--- src/rtl/acc_if_pkg.sv ---
// Shared types and constants for the accumulator-core method-interface initiator.
package acc_if_pkg;

    localparam int DW = 8;

    // Bit positions inside the packed {err, ovf} result flag vector.
    localparam int FLAG_OVF = 0;
    localparam int FLAG_ERR = 1;
    localparam int FLAG_W   = 2;

    typedef enum logic [2:0] {
        ST_IDLE,
        ST_LEN,
        ST_DATA,
        ST_WAIT,
        ST_RESP
    } acc_mst_state_e;

endpackage

--- src/rtl/acc_shadow_sum.sv ---
// Shadow copy of the core's running sum; flags signed overflow, sticky until cleared.
module acc_shadow_sum
    import acc_if_pkg::*;
(
    input  logic          CLK,
    input  logic          RST,
    input  logic          clr,
    input  logic          en,
    input  logic [DW-1:0] x,
    output logic          ovf
);

    logic [DW-1:0] sum;
    logic [DW-1:0] sum_next;

    assign sum_next = sum + x;

    // NOTE: state registers use non-blocking assignments so every flop samples pre-edge values.
    always_ff @(posedge CLK) begin
        if (RST) begin
            sum <= '0;
            ovf <= 1'b0;
        end else if (clr) begin
            sum <= '0;
            ovf <= 1'b0;
        end else if (en) begin
            sum <= sum_next;
            // Same-sign operands producing a sign flip is two's-complement overflow.
            if ((sum[DW-1] == x[DW-1]) && (sum_next[DW-1] != sum[DW-1]))
                ovf <= 1'b1;
        end
    end

endmodule

--- src/rtl/acc_stream_master.sv ---
// Frame initiator: programs len, streams samples into din, drains dout, reports upstream.
module acc_stream_master
    import acc_if_pkg::*;
#(
    parameter int TIMEOUT = 1024,
    parameter int TW      = $clog2(TIMEOUT + 1)
) (
    input  logic          CLK,
    input  logic          RST,
    input  logic [DW-1:0] cmd_len,
    input  logic          cmd_valid,
    output logic          cmd_ready,
    input  logic [DW-1:0] smp_data,
    input  logic          smp_valid,
    output logic          smp_ready,
    output logic [DW-1:0] res_data,
    output logic          res_ovf,
    output logic          res_err,
    output logic          res_valid,
    input  logic          res_ready,
    output logic [DW-1:0] len_value,
    output logic          len_en,
    input  logic          len_rdy,
    output logic [DW-1:0] din_value,
    output logic          din_en,
    input  logic          din_rdy,
    input  logic [DW-1:0] dout_value,
    output logic          dout_en,
    input  logic          dout_rdy,
    output logic          busy
);

    acc_mst_state_e state, state_next;

    logic [DW-1:0]     rem;
    logic [TW-1:0]     tcnt;
    logic              err;
    logic              ovf_sticky;
    logic              cmd_acc;
    logic              wait_tmo;
    logic [FLAG_W-1:0] flags;

    assign cmd_acc   = cmd_valid & cmd_ready;
    assign wait_tmo  = (state == ST_WAIT) && !dout_rdy && (tcnt == TW'(TIMEOUT - 1));
    assign din_value = smp_data;
    assign busy      = (state != ST_IDLE);

    always_ff @(posedge CLK) begin
        if (RST) state <= ST_IDLE;
        else     state <= state_next;
    end

    // NOTE: every output of this block gets a default first, so no path can infer a latch.
    always_comb begin
        state_next = state;
        cmd_ready  = 1'b0;
        smp_ready  = 1'b0;
        len_en     = 1'b0;
        din_en     = 1'b0;
        dout_en    = 1'b0;
        res_valid  = 1'b0;
        // Reset masks all handshakes so the core sees no traffic in the reset cycle.
        if (!RST) begin
            unique case (state)
                ST_IDLE: begin
                    cmd_ready = 1'b1;
                    if (cmd_valid) state_next = (cmd_len == '0) ? ST_RESP : ST_LEN;
                end
                ST_LEN: begin
                    len_en = len_rdy;
                    if (len_rdy) state_next = ST_DATA;
                end
                ST_DATA: begin
                    din_en    = din_rdy & smp_valid;
                    smp_ready = din_rdy & smp_valid;
                    if (din_en && rem == DW'(1)) state_next = ST_WAIT;
                end
                ST_WAIT: begin
                    dout_en = dout_rdy;
                    if (dout_rdy || wait_tmo) state_next = ST_RESP;
                end
                ST_RESP: begin
                    res_valid = 1'b1;
                    if (res_ready) state_next = ST_IDLE;
                end
                default: state_next = ST_IDLE;
            endcase
        end
    end

    always_ff @(posedge CLK) begin
        if (RST) begin
            rem       <= '0;
            len_value <= '0;
            tcnt      <= '0;
            res_data  <= '0;
            err       <= 1'b0;
        end else begin
            if (cmd_acc) begin
                rem       <= cmd_len;
                len_value <= cmd_len;
                tcnt      <= '0;
                res_data  <= '0;
                err       <= (cmd_len == '0);
            end
            if (din_en) rem <= rem - DW'(1);
            if (dout_en) begin
                res_data <= dout_value;
            end else if (state == ST_WAIT) begin
                tcnt <= tcnt + TW'(1);
                if (wait_tmo) err <= 1'b1;
            end
        end
    end

    acc_shadow_sum u_shadow (
        .CLK (CLK),
        .RST (RST),
        .clr (cmd_acc),
        .en  (din_en),
        .x   (smp_data),
        .ovf (ovf_sticky)
    );

    assign flags[FLAG_ERR] = err;
    assign flags[FLAG_OVF] = ovf_sticky;
    assign res_err         = flags[FLAG_ERR];
    assign res_ovf         = flags[FLAG_OVF];

endmodule

--- config.mk ---
export PLATFORM = sky130hd
export DESIGN_NAME = acc_stream_master
export DESIGN_NICKNAME = d
export VERILOG_FILES = /design/src/rtl/acc_if_pkg.sv /design/src/rtl/acc_shadow_sum.sv /design/src/rtl/acc_stream_master.sv
export SDC_FILE = /design/constraint.sdc
export NUM_CORES = 1
export LEC_CHECK = 0
export ABC_AREA = 1
export CAP_MARGIN = 20
export CORE_AREA = 2 2 81 83
export CTS_BUF_LIST = sky130_fd_sc_hd__clkbuf_8
export CTS_CLUSTER_SIZE = 25
export DETAILED_ROUTE_END_ITERATION = 8
export DIE_AREA = 0 0 83 85
export PLACE_DENSITY = 0.75
export REMOVE_ABC_BUFFERS = 1
export SETUP_SLACK_MARGIN = 0.02
export SYNTH_ARGS = -nofsm -noshare
export SYNTH_HDL_FRONTEND = slang
export SYNTH_SLANG_ARGS = --single-unit
--- constraint.sdc ---
create_clock -name CLK -period 1.78 [get_ports CLK]
set_clock_uncertainty 0.2 [all_clocks]
set_input_delay 0.267 -clock CLK [delete_from_list [all_inputs] [get_ports CLK]]
set_output_delay 0.267 -clock CLK [all_outputs]
set_load 0.01 [all_outputs]
---- Word-level counts from Yosys, hierarchy flattened ----
Cells that the tools add are included.
storage, ports and cells
  bits of input ports ..................... 32
  memories kept ........................... 0
  word-level logic and storage cells ...... 68
  latch bits .............................. 0
  output and inout bits ................... 33
  memory bits (writable) .................. 0
  bits in registers ....................... 48
  memory bits (read-only) ................. 0
cells by class
  equality and inequality tests ........... 13
  divide/modulo/power cells ............... 0
  muxes and demuxes ....................... 28
  order comparisons ....................... 0
  reduce and logical (&&, ||, !) cells .... 14
  bitwise gates (word level) .............. 2
  multiply operators ...................... 0
  shifts and indexed selects .............. 0
  add/sub/neg operators ................... 3
operators by type and width
  operator                                           count
  2-to-1 mux 11 bit                                  3
  2-to-1 mux 8 bit                                   4
  2-to-1 mux 3 bit                                   6
  one-hot mux 3 bit (5 select lines)                 1
  2-to-1 mux 1 bit                                   14
  adder 11 x 1 -> 11 bit (second input constant)     1
  == test 11 x 10 -> 1 bit (second input constant)   1
  adder 8 bit                                        1
  == test 8 x 1 -> 1 bit (second input constant)     1
  zero test 8 bit                                    1
  != test 2 bit (second input constant)              4
  subtractor 8 x 1 -> 8 bit (second input constant)  1
  == test 3 x 2 -> 1 bit (second input constant)     2
  AND reduction 5 bit                                1
  logical AND 1 bit                                  4
  nonzero test 2 bit                                 2
  == test 3 x 1 -> 1 bit (second input constant)     1
  == test 3 bit (second input constant)              1
  zero test 3 bit                                    1
  nonzero test 3 bit                                 1
  bitwise AND 1 bit                                  2
  != test 2 x 1 -> 1 bit (second input constant)     1
  AND reduction 2 bit                                1
  OR reduction 2 bit                                 1
  other kinds (4)                                    4

---- Logic depth before layout (Yosys ltp) ----
Gate-level depths: netlist of run 1.
  depth in word-level cells ............... 8
  depth in mapped cells ................... 10

---- Modules after synthesis ----
A second synthesis of run 1 with hierarchy kept.
unflattened totals
  cell total of the unflattened synthesis .. 408
  area, all modules ....................... 2798.9 um2
modules (own cells, without submodules)
  module             area each (um2)  cells each  instances
  acc_stream_master  2082.0           303         1
  acc_shadow_sum     716.9            105         1

---- Worst setup path after synthesis of run 1 ----
Ideal clock, no wire load.
  path kind ............................... register -> register
  start ................................... register u_shadow.sum[0]
  end ..................................... register u_shadow.sum[6]
  clock period less this slack ............ 1.824 ns
  arrival time ............................ 1.508 ns
  data required time ...................... 1.465 ns
  slack ................................... -0.044 ns
  cell stages (with the launch flop) ...... 10
  buffers on the path ..................... 0
  cells stage by stage .................... dfxtp_1 ha_1 inv_1 fa_1 o21ai_0 nand2_1 nand3_1 nand2_1 o21ai_0 inv_1
between the ends
  longest elaborated chain between the ends .. 1
RTL lines
  what                    line                  source
  from (decl)             acc_shadow_sum.sv:13  logic [DW-1:0] sum;
  from (signal assigned)  acc_shadow_sum.sv:27  sum <= sum_next;
  adder 8 bit             acc_shadow_sum.sv:16  assign sum_next = sum + x;
Every way passes these cells.
A chain may end at the register's enable or synchronous reset.

---- Worst setup path in the final report of run 1 ----
  start ................................... register u_shadow.sum[0]
  end ..................................... register u_shadow.sum[4]
Same word-level chain as after synthesis.

==> results.ini, run 1 <==
[status]
status = finished clean

[global_routing]
grt_max_degree = 21
grt.total_usage_pct = 19.3
grt_antenna_before_repair = 0
grt_pass1_vias = 2638
grt-ovfl-total = 0
grt_pass1_wl_um = 11400

[placed_design]
placed_cells = 571
routabilityCongestion = 0.814
dpl_worst_slack_ps = -579
hpwl_um = 4980
portBuffers = 64
dpl_cell_area_mm2 = 0.00363

[worst_setup_path]
startpoint = u_shadow.sum[0]
crit_family = adder cells
crit_required_ps = 1780
critical_path_class = flip-flop to flip-flop
worstSetupPathDepth = 8
reg2reg_slack_ps = 40
crit_chain = ha_4, inv_2, fa_2, o21ai_2, buf_4, xor2_1, o21ai_1, inv_1
cpPeakStageDelay_ps = 370
crit_fanout = 2
reg2reg_depth = 8
cp.arrival_ps = 1750
cp_slowest_cell = dfxtp_2
startpoint_type = flip-flop
reg2reg_from = u_shadow.sum[0]
endpoint = u_shadow.sum[4]
endpoint_kind = flip-flop
path_buf_inv = 3
reg2reg_to = u_shadow.sum[4]

[clocking]
cts_tree = built
numClockSinks = 48
clock-root-buffer = clkbuf_8
clockBufferDepth = 2
clk_pin_slew_ps = 90
cts_buffers = 5
htreeDepth = 2
worstSkewPairLatency_ps = 300

[sta]
min_period_ps = 1740
hold_viol = 0
relSlewSlack_pct = 76.2
max_freq_mhz = 575
hold_slack_ps = 260
setup_slack_ps = 39.6
drv_slew = 0
setup_viol = 0
period_share_pct = 97.8
fin_tns_setup_ps = 0
rsz0062_at_grt = yes
max_slew.worst_pin.slew_ps = 357

[synth]
synth_warnings = 0
avgSynthCellArea_um2 = 6.69
ys.flop_type = dfxtp_1
synth.most_common_cell = nand2_1
ys_top_cells_by_count = nand2_1 (102), nor2_1 (60), dfxtp_1 (48)
synthCells = 409
ys_top_cells_by_area = dfxtp_1 (35%), nand2_1 (14%), nor2_1 (8.2%)
ys_seq_area_share_pct = 35.1
synth-async-reset-ratio_pct = 0
synth_edf_count = 0
synth_area_leader_cell = dfxtp_1
ys_seq_elements = 48
synth.distinct_cells = 33
syn_area_mm2 = 0.00274
synth_top_area_share_pct = 35.1

[finish]
layoutNonFillerInstCount = 586
syn2layout_area_growth_pct = 44.2
post-route-cell-area_mm2 = 0.00395
nNetsFinal = 551
n_antenna_cell = 0
drive_gt1_share_pct = 21.0
fillers = 526
fin_util_pct = 63.6

[routing]
drtAntennaViolNets = 0
drt_wl_total_um = 6880
wl_per_cell_um = 11.7
drtIter0Drc = 127
drc = 0
vias_per_cell = 4.94
firstDrtPassIters = 4
vias = 2892

[pwr]
power.leakage_nw = 1.81
finalPower_mw = 3.44
ir_worst_vdd_v = 0.000589
p_per_area_mw_per_mm2 = 871

[floorplanning]
chipWidth_um = 83
rows = 29
io_pins = 65
core_area_mm2 = 0.00620
start_util_pct = 44.1
die_h_um = 85
dieArea_mm2 = 0.00706

[flow_run]
drv_cap = 0

[worst_hold_path]
hp-class = flip-flop to flip-flop

## registers in the layout, summed over array words and instances, names as in the netlist
name	count
u_shadow.ovf	1
u_shadow.sum	8
res_err	1
rem	8
res_data	8
state	3
tcnt	11
len_value	8
## placed cells by master (no fill, tap or decap), types with 4 or more instances in the layout
cell type	count
o21ai_0	20
inv_2	8
o21ai_1	10
nand3_1	30
a21oi_1	17
clkdlybuf4s50_1	43
dfxtp_2	5
dlygate4sd2_1	8
dlymetal6s2s_1	7
nand2_2	5
inv_1	44
nand2_1	98
buf_4	47
ha_4	6
nand4_1	4
ha_1	4
nand2_4	4
nor2_4	5
dfxtp_1	43
clkbuf_8	6
nor2_1	58
## logic make-up (layout without fill, tap and decap cells)
group,Yosys count,count (layout),synth area share (%)
buffers and inverters,73,173,12.5
DFF,48,48,35.1
AOI/OAI and AO/OA,59,59,11.8
adders and majority gates,11,11,5.30
xor gates and xnor gates,5,5,1.60
and+or+nand+nor,213,213,33.6
## how the worst min path moves through the flow
stage | endpoint | slack (ps) | startpoint | cells after the start
after CTS | u_shadow.ovf | 260 | u_shadow.ovf | 2
after global routing | tcnt[8] | 270 | tcnt[8] | 1
after global placement | u_shadow.ovf | 240 | u_shadow.ovf | 2
final | tcnt[8] | 260 | tcnt[8] | 1
after detailed placement | u_shadow.ovf | 240 | u_shadow.ovf | 2
after floorplan | rem[5] | 140 | RST | 1
## power by group
group	switching (mW)	internal, mW	leakage [nW]	total, mW
clock network	0.372	0.460	0.0614	0.831
registers	0.0971	1.20	0.391	1.29
logic	0.677	0.634	1.36	1.31
total	1.15	2.29	1.81	3.44
## final cells by class
type	count	area, um^2	share of cell area, %
Clock buffer	6	82.6	2.09
Clock inverter	2	38.8	0.983
Inverter	54	208	5.26
Multi-Input combinational cell	288	1570	39.8
Sequential cell	48	967	24.5
Tap cell	77	96.3	2.44
Timing Repair Buffer	111	982	24.9
## metal layers
layer	vias up	wire length (um)	global-route usage [%]
met4	0	93	6.26
met3	7	392	3.70
li1	1489	-	-
met2	96	3200	33.5
met5	-	0	0
met1	1300	3190	24.1
## repair_timing
action / in CTS / in global routing
setup endpoints to repair: 35 / 32
hold buffers: 0 / 0
setup buffers: 4 / 3
resized for setup: 40 / 31
pin swaps: 8 / 6
(Power assumes the default switching activity.)
==> run 2, diff against run 1 <==
--- a/config.mk
+++ b/config.mk
@@ -8,7 +8,7 @@
 export ABC_AREA = 1
 export CAP_MARGIN = 20
 export CORE_AREA = 2 2 81 83
-export CTS_BUF_LIST = sky130_fd_sc_hd__clkbuf_8
+export CTS_BUF_LIST = sky130_fd_sc_hd__clkbuf_4
 export CTS_CLUSTER_SIZE = 25
 export DETAILED_ROUTE_END_ITERATION = 8
 export DIE_AREA = 0 0 83 85
==> results.ini, run 2 (same netlist as run 1, synthesis figures left out) <==
[pwr]
p_int_mw = 2.10  ; -8.2%
clkPwrFrac_pct = 20.0  ; -4.2 points
pwr-share-comb_pct = 39.8  ; +1.6 points
p_seq_share_pct = 40.2  ; +2.5 points
finalPower_mw = 3.25  ; -5.5%
swShare_pct = 35.3  ; +1.9 points
p_sw_mw = 1.15  ; about the same
p_per_area_mw_per_mm2 = 829  ; -4.8%
power.leakage_nw = 2.02  ; +12%
ir_worst_vdd_v = 0.000481  ; -18%

[global_routing]
grt_antenna_before_repair = 0  ; unchanged
grt-ovfl-total = 0  ; unchanged
grt_pass1_vias = 2623  ; -0.57%
grt_max_degree = 21  ; unchanged
grt_pass1_wl_um = 11100  ; -2.0%
grtUsageMet1_pct = 23.8  ; -0.26 points
busiest_layer = met2
grt.total_usage_pct = 18.6  ; -0.62 points
met3_usage_pct = 3.50  ; -0.19 points
grt_util_met2_pct = 32.6  ; -0.95 points

[clocking]
hold_buffers = 0  ; unchanged
clock-root-buffer = clkbuf_4
clk_pin_slew_ps = 140  ; +50 ps
clockBufferDepth = 2  ; unchanged
cts_buffers = 5  ; unchanged
cts_tree = built
htreeDepth = 2  ; unchanged
numClockSinks = 48  ; unchanged
worstSkewPairLatency_ps = 360  ; +60 ps

[floorplanning]
die_h_um = 85  ; unchanged
io_pins = 65  ; unchanged
start_util_pct = 44.1  ; unchanged
chipWidth_um = 83  ; unchanged
rows = 29  ; unchanged
dieArea_mm2 = 0.00706  ; unchanged
core_area_mm2 = 0.00620  ; unchanged

[routing]
drtAntennaViolNets = 0  ; unchanged
wl_per_cell_um = 11.7  ; -0.48%
drc = 0  ; unchanged
firstDrtPassIters = 4  ; unchanged
vias_per_cell = 4.93  ; about the same
vias = 2891  ; -0.035%
drt_wl_total_um = 6850  ; -0.48%
drtIter0Drc = 117  ; -7.9%

[finish]
layout_commonest_cell = nand2_1
syn2layout_area_growth_pct = 43.2
nNetsFinal = 551  ; unchanged
post-route-cell-area_mm2 = 0.00392  ; -0.70%
n_antenna_cell = 0  ; unchanged
largest_reg_flops = 11  ; unchanged
layout_common_cells = nand2_1 (99), nor2_1 (57), buf_4 (47)
drive_gt1_share_pct = 20.8  ; -0.20 points
top_register = tcnt
fillers = 536  ; +1.9%

[worst_setup_path]
startpoint_type = input port
crit_fanout = 3  ; +1
crit_required_ps = 1860  ; +80 ps
cp.arrival_ps = 1850  ; +100 ps
critical_path_class = input port to flip-flop
endpoint_kind = flip-flop

[sta]
max_freq_mhz = 565  ; -1.7%
max_slew.worst_pin.slew_ps = 334  ; -23.5 ps
rsz0062_at_grt = yes
hold_viol = 0  ; unchanged
min_period_ps = 1770  ; +29.9 ps
drv_slew = 0  ; unchanged
setup_viol = 0  ; unchanged
relSlewSlack_pct = 77.8  ; +1.6 points
hold_slack_ps = 184  ; -75.7 ps
period_share_pct = 99.5  ; +1.7 points

[worst_hold_path]
hp-class = input port to flip-flop

[placed_design]
dpl_cell_area_mm2 = 0.00363  ; unchanged
hpwl_um = 4980  ; unchanged
portBuffers = 64  ; unchanged
routabilityCongestion = 0.814  ; unchanged

[status]
status = finished clean

[flow_run]
drv_cap = 0  ; unchanged

==> run 2: power by group through the flow <==
stage	clock (mW)	combinational, mW	sequential [mW]
after floorplan	0	0.650	1.31
after global placement	0	1.21	1.30
after detailed placement	0	1.23	1.30
after CTS	0.667	1.26	1.30
after global routing	0.708	1.43	1.32
final	0.651	1.29	1.31
==> run 2: final timing paths <==
kind	start	endpoint	slack, ps	cells after the start
setup / recovery	smp_data[3]	u_shadow.sum[4]	10	8
hold / removal	smp_data[0]	u_shadow.sum[0]	180	4
setup reg to reg	u_shadow.sum[0]	u_shadow.sum[6]	30	9
hold reg to reg	len_value[3]	len_value[3]	270	2
==> run 2: per-stage QoR <==
stage / utilization [%] / setup TNS [ps] / setup WS, ps / cells
after floorplan: - / -54.9 / -54.9 / 390
after global placement: 58.6 / -14540 / -510 / 571
after detailed placement: 58.6 / -15720 / -579 / 571
after CTS: 60.5 / 0 / 21.3 / 582
after global routing: 63.1 / -246 / -54.7 / 586
final: 63.1 / 0 / 9.67 / 586
==> run 2: cell type report <==
class	instances	area [um^2]	share of cell area (%)
multi-input cells	288	1540	39.4
repair buffers	111	1010	25.8
flip-flops and latches	48	976	24.9
inverters	54	213	5.43
well taps	77	96.3	2.46
clock inverters	3	42.5	1.09
clock buffers	5	37.5	0.958
==> run 2: routing by layer <==
layer  part of all wire [%]  up-vias  wire, um
li1                       -     1494         -
met1                     48     1315      3260
met2                     47       75      3220
met3                    4.2        7       289
met4                    1.1        0        73
met5                      0        -         0
==> run 2: worst max-delay path: stages <==
cell and delay, ps:
clkdlybuf4s50_1 450, ha_1 360, a21oi_1 230, o21ai_2 90
buf_4 140, xor2_1 130, o21ai_1 130, inv_1 50
==> run 2: timing repair <==
item / in CTS / in global routing
setup endpoints to repair: 17 / 39
setup buffers: 3 / 4
pin swaps: 4 / 8
gates resized for setup: 51 / 46
hold endpoints to repair: 0 / 0
==> run 3, diff against run 2 <==
--- a/config.mk
+++ b/config.mk
@@ -13,7 +13,6 @@
 export DETAILED_ROUTE_END_ITERATION = 8
 export DIE_AREA = 0 0 83 85
 export PLACE_DENSITY = 0.75
-export REMOVE_ABC_BUFFERS = 1
 export SETUP_SLACK_MARGIN = 0.02
 export SYNTH_ARGS = -nofsm -noshare
 export SYNTH_HDL_FRONTEND = slang
==> results.ini, run 3 (same netlist as run 1, synthesis figures left out) <==
[status]
status = finished clean

[sta]
drv_slew = 0  ; unchanged
hold_viol = 0  ; unchanged
fin_tns_setup_ps = 0  ; unchanged
relSlewSlack_pct = 81.8  ; +4.0 points
min_period_ps = 1740  ; -28.7 ps
max_freq_mhz = 574  ; +1.7%
max_slew.worst_pin.slew_ps = 271  ; -62.6 ps
setup_viol = 0  ; unchanged
rsz0062_at_grt = yes
period_share_pct = 97.8  ; -1.6 points
hold_slack_ps = 234  ; +49.7 ps

[worst_setup_path]
reg2reg_to = u_shadow.sum[6]
critical_path_class = input port to flip-flop
crit_required_ps = 1870  ; about the same
cp.arrival_ps = 1830  ; -20 ps
reg2reg_depth = 9  ; unchanged
crit_fanout = 2  ; -1
reg2reg_from = u_shadow.sum[0]
reg2reg_slack_ps = 70  ; +40 ps
endpoint_kind = flip-flop
startpoint_type = input port

[floorplanning]
start_util_pct = 44.1  ; unchanged
io_pins = 65  ; unchanged
rows = 29  ; unchanged
core_area_mm2 = 0.00620  ; unchanged
chipWidth_um = 83  ; unchanged
die_h_um = 85  ; unchanged
dieArea_mm2 = 0.00706  ; unchanged

[finish]
n_antenna_cell = 0  ; unchanged
layoutNonFillerInstCount = 579  ; -1.2%
layout_commonest_cell = nand2_1
drive_gt1_share_pct = 20.5  ; -0.31 points
top_register = tcnt
nNetsFinal = 544  ; -1.3%
syn2layout_area_growth_pct = 39.8
layout_common_cells = nand2_1 (98), nor2_1 (56), inv_1 (46)
largest_reg_flops = 11  ; unchanged
post-route-cell-area_mm2 = 0.00383  ; -2.3%

[clocking]
htreeDepth = 2  ; unchanged
cts_tree = built
numClockSinks = 48  ; unchanged
cts_buffers = 5  ; unchanged
worstSkewPairLatency_ps = 370  ; about the same
hold_buffers = 0  ; unchanged
clockBufferDepth = 2  ; unchanged
clk_pin_slew_ps = 160  ; +20 ps
clock-root-buffer = clkbuf_4

[placed_design]
routabilityCongestion = 0.848  ; +4.2%
placed_cells = 566  ; -0.88%
portBuffers = 64  ; unchanged
dpl_cell_area_mm2 = 0.00360  ; -1.0%
hpwl_um = 5320  ; +6.8%

[worst_hold_path]
hp-class = input port to flip-flop
min-delay-start = dout_value[3]
holdPathEnd = res_data[3]
hold_path_depth = 3  ; -1

[flow_run]
drv_cap = 0  ; unchanged

[global_routing]
busiest_layer = met2
grt_pass1_vias = 2774  ; +5.8%
grt_max_degree = 21  ; unchanged
grt_util_met2_pct = 35.9  ; +3.4 points
grtUsageMet1_pct = 23.2  ; -0.60 points
grt.total_usage_pct = 19.9  ; +1.3 points
grt_pass1_wl_um = 11800  ; +6.3%
met3_usage_pct = 4.38  ; +0.88 points
grt_antenna_before_repair = 0  ; unchanged
grt-ovfl-total = 0  ; unchanged

[routing]
drtIter0Drc = 151  ; +29%
drc = 0  ; unchanged
drtAntennaViolNets = 0  ; unchanged
vias_per_cell = 4.96  ; +0.61%
drt_wl_total_um = 7100  ; +3.7%
wl_per_cell_um = 12.3  ; +5.0%
firstDrtPassIters = 4  ; unchanged
vias = 2874  ; -0.59%

[pwr]
power.leakage_nw = 1.96  ; -3.1%
ir_worst_vdd_v = 0.000478  ; -0.71%
finalPower_mw = 3.06  ; -6.0%
p_per_area_mw_per_mm2 = 799  ; -3.7%

[synth]
mappedNetlistNets = 452

-- run 3: worst max-delay path by stage --
stage,endpoint,startpoint,cells after the start
floorplan,u_shadow.sum[6],u_shadow.sum[0],9
global placement,u_shadow.sum[6],smp_data[0],10
detailed placement,u_shadow.sum[6],smp_data[0],10
CTS,len_en,state[2],4
global route,smp_ready,state[0],6
finish,u_shadow.sum[6],smp_data[0],10
-- run 3: layout make-up --
class,count,area (um^2)
Fill cell,545,2380
Multi-Input combinational cell,288,1540
Sequential cell,48,980
Timing Repair Buffer,104,953
Inverter,54,205
Tap cell,77,96.3
Clock buffer,5,37.5
Clock inverter,3,18.8
-- run 3: repair_timing --
| action | 4_1_cts | 5_1_grt |
|---|---|---|
| setup buffers | 3 | 2 |
| gates cloned | 0 | 0 |
| setup endpoints to repair | 17 | 39 |
| endpoints found under the hold margin | 0 | 0 |
| pin swaps | 2 | 4 |
| resized for setup | 43 | 45 |
-- run 3: critical path, stage by stage --
cell	delay, ps
clkdlybuf4s50_1	480
ha_1	160
inv_1	60
fa_2	350
o21ai_2	150
nand2_1	80
nand3_1	80
nand2_1	50
o21ai_1	110
inv_1	40
-- run 3: power by group --
group          switching, mW  leakage (nW)  internal, mW
Clock                  0.366        0.0249         0.150
Combinational          0.665          1.54         0.572
Sequential            0.0970         0.395          1.21
Total                   1.13          1.96          1.93
-- run 3: metrics by stage --
stage	worst slack (ps)	util (%)
2_1_floorplan	29.7	-
3_3_place_gp	-457	58.0
3_5_place_dp	-479	58.0
4_1_cts	-11.9	59.4
5_1_grt	-35.5	61.7
6_report	38.4	61.7
-- run 3: per-layer routing --
| metal | vias to the layer above | wire [um] |
|---|---|---|
| li1 | 1476 | - |
| met1 | 1309 | 3010 |
| met2 | 78 | 3650 |
| met3 | 11 | 331 |
| met4 | 0 | 115 |
| met5 | - | 0 |
